$ cat config.mk
export PLATFORM = sky130hd
export DESIGN_NAME = cntr_dn_seq
export DESIGN_NICKNAME = d
export VERILOG_FILES = /design/src/rtl/cntr_dn_seq.sv
export SDC_FILE = /design/constraint.sdc
export NUM_CORES = 1
export LEC_CHECK = 0
export CORE_MARGIN = 1.5
export CORE_UTILIZATION = 38
export DETAILED_ROUTE_END_ITERATION = 10
export PLACE_DENSITY = 0.73
export SYNTH_ARGS = -nofsm -noshare
export SYNTH_HDL_FRONTEND = slang
export SYNTH_SLANG_ARGS = --single-unit
$ cat constraint.sdc
create_clock -name clk -period 2.8 [get_ports clk]
set_input_delay 0.56 -clock clk [delete_from_list [all_inputs] [get_ports clk]]
set_output_delay 0.56 -clock clk [all_outputs]
set_load 0.02 [all_outputs]
$ cat src/rtl/cntr_dn_seq.sv
`default_nettype none
// ============================================================================
// Module   : cntr_dn_seq
// Brief    : Loadable down-counting round sequencer for the iterative CORDIC
//            datapath; exports remaining count, ascending round index,
//            busy/last flags and a one-cycle completion pulse.
// Revision : 1.0 - initial release
// ============================================================================
module cntr_dn_seq #(
    parameter int RNDW = 4
) (
    input  logic            clk,
    input  logic            clr_n,
    input  logic            start,
    input  logic [RNDW-1:0] ld_val,
    input  logic            c_dn,
    input  logic            abort,
    output logic [RNDW-1:0] q,
    output logic [RNDW-1:0] rnd,
    output logic            busy,
    output logic            last,
    output logic            done
);

    typedef enum logic [1:0] {
        S_IDLE = 2'd0,
        S_RUN  = 2'd1,
        S_DONE = 2'd2
    } state_t;

    state_t          state_q, state_d;
    logic [RNDW-1:0] cnt_q, cnt_d;
    logic [RNDW-1:0] nlat_q, nlat_d;
    logic            busy_q, done_q;

    always_ff @(posedge clk or negedge clr_n) begin
        if (!clr_n) begin
            state_q <= S_IDLE;
            cnt_q   <= '0;
            nlat_q  <= '0;
            busy_q  <= 1'b0;
            done_q  <= 1'b0;
        end else begin
            state_q <= state_d;
            cnt_q   <= cnt_d;
            nlat_q  <= nlat_d;
            busy_q  <= (state_d == S_RUN);
            done_q  <= (state_d == S_DONE);
        end
    end

    always_comb begin
        state_d = state_q;
        cnt_d   = cnt_q;
        nlat_d  = nlat_q;
        if (abort) begin
            state_d = S_IDLE;
            cnt_d   = '0;
            nlat_d  = '0;
        end else begin
            case (state_q)
                S_IDLE: begin
                    if (start) begin
                        state_d = S_RUN;
                        cnt_d   = ld_val;
                        nlat_d  = ld_val;
                    end
                end
                S_RUN: begin
                    // The strobe that finds the count already at zero is the final round.
                    if (c_dn) begin
                        if (cnt_q != '0) begin
                            cnt_d = cnt_q - 1'b1;
                        end else begin
                            state_d = S_DONE;
                        end
                    end
                end
                S_DONE: begin
                    if (start) begin
                        state_d = S_RUN;
                        cnt_d   = ld_val;
                        nlat_d  = ld_val;
                    end else begin
                        state_d = S_IDLE;
                    end
                end
                default: begin
                    state_d = S_IDLE;
                end
            endcase
        end
    end

    assign q    = cnt_q;
    assign rnd  = nlat_q - cnt_q;
    assign busy = busy_q;
    assign last = busy_q && (cnt_q == '0);
    assign done = done_q;

endmodule
`default_nettype wire

# Word-level counts from Yosys, hierarchy flattened
# Index checks and enable logic that the tools add are counted.
# word_totals
out_inout_bits	11
inputBits	9
elab_cells	37
reg_bits	12
# op_classes
addsub	2
reduce_logical	10
n_mux	13
n_eq_ne	7
# op_table
operator	n
two-way mux 4 bit	6
two-way mux 2 bit	4
one-hot mux 4 bit (2 select lines)	1
!= test 3 bit (second input constant)	2
one-hot mux 2 bit (3 select lines)	1
equality test 2 x 1 -> 1 bit (second input constant)	2
equality test 2 bit (second input constant)	2
logical NOT 4 bit	1
AND reduction 4 bit	1
nonzero test 2 bit	2
nonzero test 4 bit	1
subtractor 4 x 1 -> 4 bit (second input constant)	1
subtractor 4 bit	1
!= test 3 x 1 -> 1 bit (second input constant)	1
nonzero test 3 bit	1
logical NOT 2 bit	1
AND reduction 2 bit	1
OR reduction 2 bit	1
logical AND 1 bit	1
two-way mux 1 bit	1

# Depth between registers and ports, before layout
# Gate-level depths: netlist of the first run.
# logic_depth
word_depth	6
depth_mapped	6
depth_no_buf	6

# Least setup slack after synthesis of the first run
# No wires, ideal clock.
# synth_path
kind	flip-flop to output port
start	register cnt_q[0], in the netlist q[0]
end	output rnd[2]
required_time_ps	2240
path_stages_with_launch	4
path_buffers	0
setup_slack_ps	735
arrival_ps	1505
cell_sequence	dfrtp_1 ha_1 fa_1 xnor2_1
# synth_between
elab_chain_len	1
# synth_lines
element	line	source
from (decl)	32	logic [RNDW-1:0] cnt_q, cnt_d;
from (signal assigned)	45	cnt_q <= cnt_d;
subtractor 4 bit	96	assign rnd = nlat_q - cnt_q;
to (decl)	19	output logic [RNDW-1:0] rnd,
# No other way between the ends.

# Worst setup path in the final report of the first run
# Same ends and word-level chain as after synthesis.

==> results of run 1 <==
-- cells in the mapped netlist, drive strengths merged (2+ instances only) --
cell type | instances | share of area (%)
a21o | 2 | 2.1
a21oi | 5 | 4.0
a31oi | 2 | 1.7
buf | 2 | 1.4
dfrtp | 12 | 42
ha | 5 | 8.7
inv | 9 | 4.7
mux2i | 4 | 5.6
nand2 | 2 | 1.0
nor2 | 11 | 5.8
nor2b | 2 | 1.7
nor4 | 2 | 1.7
o21ai | 2 | 1.4
xnor2 | 3 | 3.7
-- flip-flops by register name (all words and copies together), names as in the netlist --
name,count
nlat_q,4
q,4
state_q,2
busy,1
done,1
-- final timing paths --
path / start / end / slack (ps) / depth (start not counted)
hold / removal: state_q[1] / state_q[1] / 460 / 1
setup reg to reg: q[1] / q[0] / 980 / 6
hold reg to reg: state_q[1] / state_q[1] / 460 / 1
max in group asynchronous: clr_n / state_q[0] / 1770 / 1
setup / recovery: q[0] / rnd[2] / 120 / 4
min in group asynchronous: clr_n / nlat_q[0] / 660 / 1
-- routing by layer --
metal  up-vias  GRT usage [%]  wire [um]
li1        291              -          -
met2        14           21.9        660
met4         0           8.57         25
met5         -              0          0
met3         4           2.35         53
met1       258           22.0        737
-- power groups by stage --
stage	Clock, mW	Sequential [mW]	Combinational (mW)
after floorplan	0	0.212	0.123
after global placement	0	0.208	0.214
after detailed placement	0	0.208	0.218
after CTS	0.105	0.205	0.214
after global routing	0.113	0.208	0.231
final	0.102	0.205	0.212
-- cell type report --
cell class / count / area [um2] / area share, %
Clock buffer: 3 / 22.5 / 2.37
Inverter: 9 / 33.8 / 3.55
Multi-Input combinational cell: 50 / 368 / 38.6
Sequential cell: 12 / 300 / 31.5
Tap cell: 25 / 31.3 / 3.29
Timing Repair Buffer: 20 / 196 / 20.6
-- cell families (layout without fill, tap and decap cells) --
| family | count (synthesis) | count (layout) | share of synthesized area [%] |
|---|---|---|---|
| adder cells (fa/ha/maj) | 6 | 6 | 11.5 |
| XOR/XNOR | 3 | 3 | 3.67 |
| AND/OR/NAND/NOR | 22 | 22 | 15.6 |
| multiplexers | 4 | 4 | 5.59 |
| AO/OA/AOI/OAI | 15 | 15 | 15.0 |
| flip-flops | 12 | 12 | 42.0 |
| buffers and inverters | 12 | 32 | 6.64 |
-- metrics by stage --
stage          hold WS (ps)  cell area [um2]  setup WS [ps]  utilization, %
4_1_cts                 463              952            108            54.6
5_1_grt                 498              952           23.2            54.6
6_report                462              952            119            54.6
3_3_place_gp            449              931            362            53.3
3_5_place_dp            454              931            283            53.3
2_1_floorplan           264              716            735               -
-- cells in the final DEF (no fill, tap or decap), drive strengths merged, types with 3 or more instances in the layout --
cell type      Yosys  routed
clkdlybuf4s50      0      18
dfrtp             12      12
nor2              11      11
inv                9       9
ha                 5       5
a21oi              5       5
mux2i              4       4
xnor2              3       3
clkbuf             1       3
-- timing repair --
| action | CTS | global route |
|---|---|---|
| gates resized for setup | 1 | 0 |
| endpoints found under the setup margin | 1 | 0 |
| endpoints found under the hold margin | 0 | 0 |
==> results.json, run 1 <==
{
  "power_switching_share_pct": 33.9,
  "clock_path_buffers": 2,
  "p_per_area_nw_per_um2": 544,
  "power_leakage_nw": 0.429,
  "via_per_inst": 4.76,
  "cp_top_family": "adder cells",
  "antenna_found_initial": 0,
  "crit_slowest_cell": "clkdlybuf4s50_1",
  "coreArea_um2": 1750,
  "drv_cap": 0,
  "synthDistinctLibCells": 26,
  "start_util_pct": 41.0,
  "cts_max_level": 1,
  "ant_nets": 0,
  "cp.required_ps": 2240,
  "overflow": 0,
  "p_clk_share_pct": 19.6,
  "areaGrowthSynthToFinish_pct": 33.0,
  "drc": 0,
  "p_sw_mw": 0.176,
  "num_antenna_cells": 0,
  "dieHeight_um": 46.4,
  "grt_pass1_wl_um": 2280,
  "cts_sinks": 12,
  "critPathBufInv": 1,
  "rsz0062_at_grt": "no",
  "hp-class": "reg2reg",
  "min_period_over_period_pct": 95.8,
  "drt_pass1_iterations": 3,
  "ir_drop_uv": 363,
  "grt_max_degree": 13,
  "rows": 15,
  "fmax_mhz": 373,
  "worstSetupPathType": "reg2out",
  "dieArea_um2": 2150,
  "crit_arrival_ps": 2120,
  "final_hold_viol_count": 0,
  "cts_tree": "built",
  "drive_gt1_share_pct": 7.45,
  "clock_skew_ps": 1.31,
  "seq_area_frac_synth_pct": 42.0,
  "avgRoutedWirePerCell_um": 12.4,
  "gp_congestion": 0.800,
  "p_total_mw": 0.518,
  "tightest_slew_ps": 567,
  "cts_buffers": 3,
  "power_frac_comb_pct": 40.9,
  "io_pins": 20,
  "grt.total_usage_pct": 15.4,
  "vias": 567,
  "placed_cells": 116,
  "cts_root_buf": "clkbuf_4",
  "path_cells": "ha_1 -> fa_1 -> xnor2_1 -> clkdlybuf4s50_1",
  "synth_enable_flop_cells": 0,
  "nFillCells": 173,
  "outcome": "completed",
  "p_int_mw": 0.342,
  "synthFlopType": "dfrtp_1",
  "cts-hold-fix-buffers": 0,
  "grt_pass1_vias": 529,
  "synth-seq-cells": 12,
  "finalSetupTns_ps": 0,
  "cp_max_fo": 7,
  "finalMaxSlewViolations": 0,
  "synth.avg_cell_area_um2": 9.67,
  "p_seq_share_pct": 39.5,
  "wl_um": 1480,
  "cp-start-kind": "register",
  "postCtsSetupBuffers": 0,
  "clk_pin_slew_ps": 70,
  "finalSetupViolCount": 0,
  "cp_slowest_stage_delay_ps": 610,
  "hpwl_um": 1140,
  "fin_crit_ps": 2680,
  "portBuffers": 19,
  "ys_warn_count": 0,
  "worstSetupEndpointType": "primary output",
  "synthArstFlopShare_pct": 100,
  "finalNonFillerCells": 119,
  "syn_area_um2": 716,
  "fin_nets": 111,
  "syn-instance-count": 74,
  "clk_latency_ps": 260,
  "synthesis.nets": 89,
  "maxSlewHeadroom_pct": 62.1,
  "die-width_um": 46.4,
  "first_iter_violations": 5
}
Power figures use the tool's default switching activity.
==> inputs of run 2 (changes only) <==
--- a/config.mk
+++ b/config.mk
@@ -5,6 +5,7 @@
 export SDC_FILE = /design/constraint.sdc
 export NUM_CORES = 1
 export LEC_CHECK = 0
+export CAP_MARGIN = 20
 export CORE_MARGIN = 1.5
 export CORE_UTILIZATION = 38
 export DETAILED_ROUTE_END_ITERATION = 10
==> results of run 2 <==
The final DEF is identical to that of run 1; final timing and power are the same.
